File: config.mk
export PLATFORM = sky130hd
export DESIGN_NAME = register_file_scoreboard
export DESIGN_NICKNAME = d
export VERILOG_FILES = /design/src/rtl/register_file_scoreboard.sv
export SDC_FILE = /design/constraint.sdc
export NUM_CORES = 2
export LEC_CHECK = 0
export ABC_CLOCK_PERIOD_IN_PS = 3200
export CORE_UTILIZATION = 50
export CTS_CLUSTER_SIZE = 24
export DETAILED_ROUTE_END_ITERATION = 16
export PLACE_DENSITY = 0.63
export SETUP_SLACK_MARGIN = 0.15
export SLEW_MARGIN = 10
export SYNTH_ARGS = -nofsm -noshare
export SYNTH_HDL_FRONTEND = slang
export SYNTH_SLANG_ARGS = --single-unit
File: constraint.sdc
create_clock -name clk -period 3.2 [get_ports clk]
set_clock_uncertainty 0.1 [all_clocks]
set_input_delay 0.32 -clock clk [delete_from_list [all_inputs] [get_ports clk]]
set_output_delay 0.32 -clock clk [all_outputs]
set_load 0.02 [all_outputs]
File: src/rtl/register_file_scoreboard.sv
// MIPS architectural register file (r0 hardwired to zero) with two combinational
// read ports, write-through bypass and a per-register pending-write scoreboard.

module register_file_scoreboard_cell #(
    parameter int DATA_WIDTH = 32
) (
    input  logic                  clk,
    input  logic                  rst_n,
    input  logic                  wr_sel,
    input  logic [DATA_WIDTH-1:0] wr_data,
    input  logic                  iss_sel,
    output logic [DATA_WIDTH-1:0] data,
    output logic                  busy
);
    logic [DATA_WIDTH-1:0] data_q, data_d;
    logic                  busy_q, busy_d;

    always_comb begin
        data_d = data_q;
        busy_d = busy_q;
        if (wr_sel) begin
            data_d = wr_data;
            busy_d = 1'b0;
        end
        // A new producer supersedes a writeback from the previous one.
        if (iss_sel) begin
            busy_d = 1'b1;
        end
    end

    always_ff @(posedge clk or negedge rst_n) begin
        if (!rst_n) begin
            data_q <= '0;
            busy_q <= 1'b0;
        end else begin
            data_q <= data_d;
            busy_q <= busy_d;
        end
    end

    assign data = data_q;
    assign busy = busy_q;
endmodule

module register_file_scoreboard #(
    parameter int DATA_WIDTH = 32,
    parameter int NUM_REGS   = 32
) (
    input  logic                  clk,
    input  logic                  rst_n,
    input  logic [4:0]            read_address_a,
    output logic [DATA_WIDTH-1:0] read_data_a,
    output logic                  busy_a,
    input  logic [4:0]            read_address_b,
    output logic [DATA_WIDTH-1:0] read_data_b,
    output logic                  busy_b,
    input  logic                  write_enable,
    input  logic [4:0]            write_address,
    input  logic [DATA_WIDTH-1:0] write_data,
    input  logic                  issue_enable,
    input  logic [4:0]            issue_address,
    output logic [NUM_REGS-1:0]   busy_vector
);
    logic [NUM_REGS-1:0][DATA_WIDTH-1:0] reg_data;
    logic                                wr_fire;
    logic                                hit_a, hit_b;

    // Gated by reset so the bypass cannot leak write_data while reset is held.
    assign wr_fire = write_enable & rst_n;

    for (genvar i = 0; i < NUM_REGS; i++) begin : g_reg
        if (i == 0) begin : g_zero
            assign reg_data[i]    = '0;
            assign busy_vector[i] = 1'b0;
        end else begin : g_cell
            logic wr_sel, iss_sel;
            assign wr_sel  = wr_fire && (write_address == 5'(i));
            assign iss_sel = issue_enable && (issue_address == 5'(i));

            register_file_scoreboard_cell #(.DATA_WIDTH(DATA_WIDTH)) u_cell (
                .clk     (clk),
                .rst_n   (rst_n),
                .wr_sel  (wr_sel),
                .wr_data (write_data),
                .iss_sel (iss_sel),
                .data    (reg_data[i]),
                .busy    (busy_vector[i])
            );
        end
    end

    assign hit_a = wr_fire && (write_address == read_address_a);
    assign hit_b = wr_fire && (write_address == read_address_b);

    always_comb begin
        read_data_a = reg_data[read_address_a];
        read_data_b = reg_data[read_address_b];
        if (read_address_a == 5'd0) read_data_a = '0;
        else if (hit_a)             read_data_a = write_data;
        if (read_address_b == 5'd0) read_data_b = '0;
        else if (hit_b)             read_data_b = write_data;
        busy_a = busy_vector[read_address_a] && !hit_a;
        busy_b = busy_vector[read_address_b] && !hit_b;
    end
endmodule

==> results.md <==
- Yosys synthesis warning count: 0
- Final Core Density: 0.601
- Most frequent cell after synthesis: dfrtp_1
- DR vias/cell: 6.89
- CTS Sinks: slightly above 1,000
- Critical path endpoint category: primary output
- Power Density: between 500 and 600 nW/um^2
- Crit path launch: write_address[2]
- Crit-path cells: dlygate4sd2_1 -> xor2_1 -> nor4_2 -> buf_4 -> nand4_1 -> buf_4 -> buf_12 -> buf_6 -> nand4_1 -> o2111a_2 -> buf_4
- Final GP Congestion: 0.881
- IO Port Bufs: roughly 150
- Endpoints failing hold: 0
- WP data arrival: 2.68 ns
- Syn_nets: 3,895
- Ports: ~150
- Avg WL per Cell: 35.1 microns
- TNS Setup: 0 ns
- Number of global-route vias before repair: slightly below 40,000
- Worst path max stage delay: 0.40 ns
- Drt total wl: 200,000 microns
- Crit path required time: 2.78 ns
- Die area: 113,000 sq um
- CTS tree: yes
- Synth cell count leaders: dfrtp_1, mux2_2, mux4_2
- Largest net degree at the start of global routing: roughly 170
- Maximum vdd drop: approximately 0.00044 V
- Relative slew slack: 0.289
- Worst-path fanout max: 16
- Global-route wire length before repair: 290,000 microns
- Root buf cell: clkbuf_16
- Fraction of layout cells with a size suffix above 1: 0.542
- DRT Pass-1 Iters: 5
- Chip height: 336 microns
- Post-route ant nets: 0
- Synth Flop Type: dfrtp_1
- Status: finished clean
- Post-synthesis sequential area ratio: 0.460
- Grt total ovfl: 0
- Fill cells: 8,638
- Setup violators final: 0
- Critical Path Start Type: input port
- Slew Viols, Final: 0
- Max cap viols: 0
- Drc violations: 0
- DP HPWL: 125,000 microns
- FMAX: around 0.32 GHz
- Avg Cell Area, Syn: 14.5 sq um
- Post-synth EDFFs: 0
- Seq cells post-synth: 1,023
- FFs w/ async S/R, synth: 1.00
- Clk Latency, worst-skew pair: 0.71 ns
- H-tree depth reported by CTS: 3
- Worst Tran Pin Value: 1.07 ns
- RSZ-0062 raised after global routing: true
- Total CTS buffers: 113
- Post-synthesis cell area: between 50,000 and 60,000 sq um
- Synth area leaders: dfrtp_1, mux2_2, mux4_2
- Fin area: 66,400 sq um
- Final net count: ~4,200
- Min-Delay Path Class: input port to flop
- Worst Hold Launch: issue_address[3]
- Setup CP Type: input port to primary output
- Initial drt markers: 4,204
- Period utilization: 0.968
- Placed cell area: 61,800 sq um
- Core region area: 111,000 sq um
- Tmin final: 3.10 ns
- Die Wd: roughly 340 microns
- Crit-path slowest cell: nor4_2
- Area grow syn2layout: 19.2%
- Via Count: ~40,000
- Static Leak: 0.0296 uW
- Site row count: between 100 and 150
- Top cell type's share of synthesized area: 0.460
- Reg2Reg Setup Slack: about 2.1 ns
- CTS Buffer Depth: 3
- Tot GR Track Use: 0.359
- Area leader, netlist: dfrtp_1
- Clk slew on worst S/H paths: 0.06 ns
- Antenna violations before repair: 5
- CP dominant cell by count: buf_4
- Initial Utilization: 0.504
- Cell count after synthesis: 3,839
- Post-synth cell types: 57
- Reg2Reg Launch Point: g_reg[30].g_cell.u_cell.data[5]
## layout make-up
| cell class | count | area (sq um) | area share |
|---|---|---|---|
| Clock buffer | 171 | 3400 | 0.0512 |
| Inverter | 46 | 173 | 0.00260 |
| Sequential cell | 1023 | 25600 | 0.386 |
| Antenna cell | 3 | 7.51 | 0.000113 |
| Timing Repair Buffer | 603 | 6420 | 0.0967 |
| Multi-Input combinational cell | 2321 | 28400 | 0.428 |
| Tap cell | 1488 | 1860 | 0.0281 |
| Clock inverter | 36 | 539 | 0.00813 |
## power breakdown
group	internal [uW]	switching, uW
Clock	8260	5590
Sequential	14700	1290
Combinational	4020	3210
Total	27000	10100
## layout by cell type (no fill, tap or decap), drive strengths merged, types with 4 or more instances in the layout
cell	instances
mux2	1075
dfrtp	1023
buf	506
mux4	447
clkbuf	180
mux2i	100
clkdlybuf4s50	72
o22ai	71
nand2	70
nor2	63
a221oi	60
a22oi	59
inv	50
a21oi	45
o211ai	44
nand3	42
o21ai	40
a22o	23
nand4	22
a221o	19
o2111a	19
clkinv	18
nor2b	17
bufinv	12
or3	12
nor3	11
o211a	10
clkdlybuf4s15	9
o221ai	8
a211o	8
nand2b	8
xnor2	6
xor2	4
o32ai	4
dlygate4sd2	4
or2	4
## cells by family after synthesis
kind of cell              share of synthesized area
and+or+nand+nor                              0.0241
other                                     0.0000673
buffers and inverters                        0.0426
muxes                                         0.416
DFF                                           0.460
xor gates and xnor gates                    0.00157
AOI/OAI and AO/OA                            0.0560
## worst max-delay path: cells and delay by family
| family | cells | cell delay, ns |
|---|---|---|
| xor+xnor | 1 | 0.19 |
| buf+inv | 6 | 1.17 |
| compound gates | 1 | 0.26 |
| simple gates | 3 | 0.68 |
## repair_timing
item,in CTS,in global routing
hold buffers,1,0
setup buffers,21,13
gates cloned,2,1
endpoints found under the setup margin,65,45
pin swaps,27,22
endpoints found under the hold margin,274,0
gates resized for setup,227,53
## worst paths after layout
path                                                        end  cells past startpoint
min in group asynchronous       g_reg[25].g_cell.u_cell.data[0]                      3
worst max-delay path                             read_data_a[5]                     11
worst min-delay path                g_reg[3].g_cell.u_cell.busy                      2
max in group asynchronous        g_reg[8].g_cell.u_cell.data[6]                      4
worst max register to register  g_reg[30].g_cell.u_cell.data[5]                      3
worst min register to register  g_reg[3].g_cell.u_cell.data[15]                      1
## per-layer routing
| layer | up-vias | routed length (microns) | track usage |
|---|---|---|---|
| li1 | 15400 | - | - |
| met1 | 21100 | 82400 | 0.514 |
| met2 | 2144 | 89700 | 0.534 |
| met3 | 457 | 19300 | 0.0822 |
| met4 | 4 | 8340 | 0.140 |
| met5 | - | 30 | 0 |
## metrics by stage
stage | std cells | total power, uW | hold WS [ns] | worst slack, ns
detailed placement | 5443 | 23200 | 0.393 | -0.403
finish | 5691 | 37100 | 0.299 | 0.104
global placement | 5443 | 23000 | 0.385 | -0.413
global route | 5689 | 38400 | 0.292 | 0.0625
CTS | 5674 | 37100 | 0.255 | 0.111
floorplan | 3839 | 20600 | -0.0756 | 0.754
## registers in the layout (all words and copies together), names as in the netlist
signal	cells
g.g_cell.u_cell.busy	31
g.g_cell.u_cell.data	992
(Power assumes the default switching activity.)
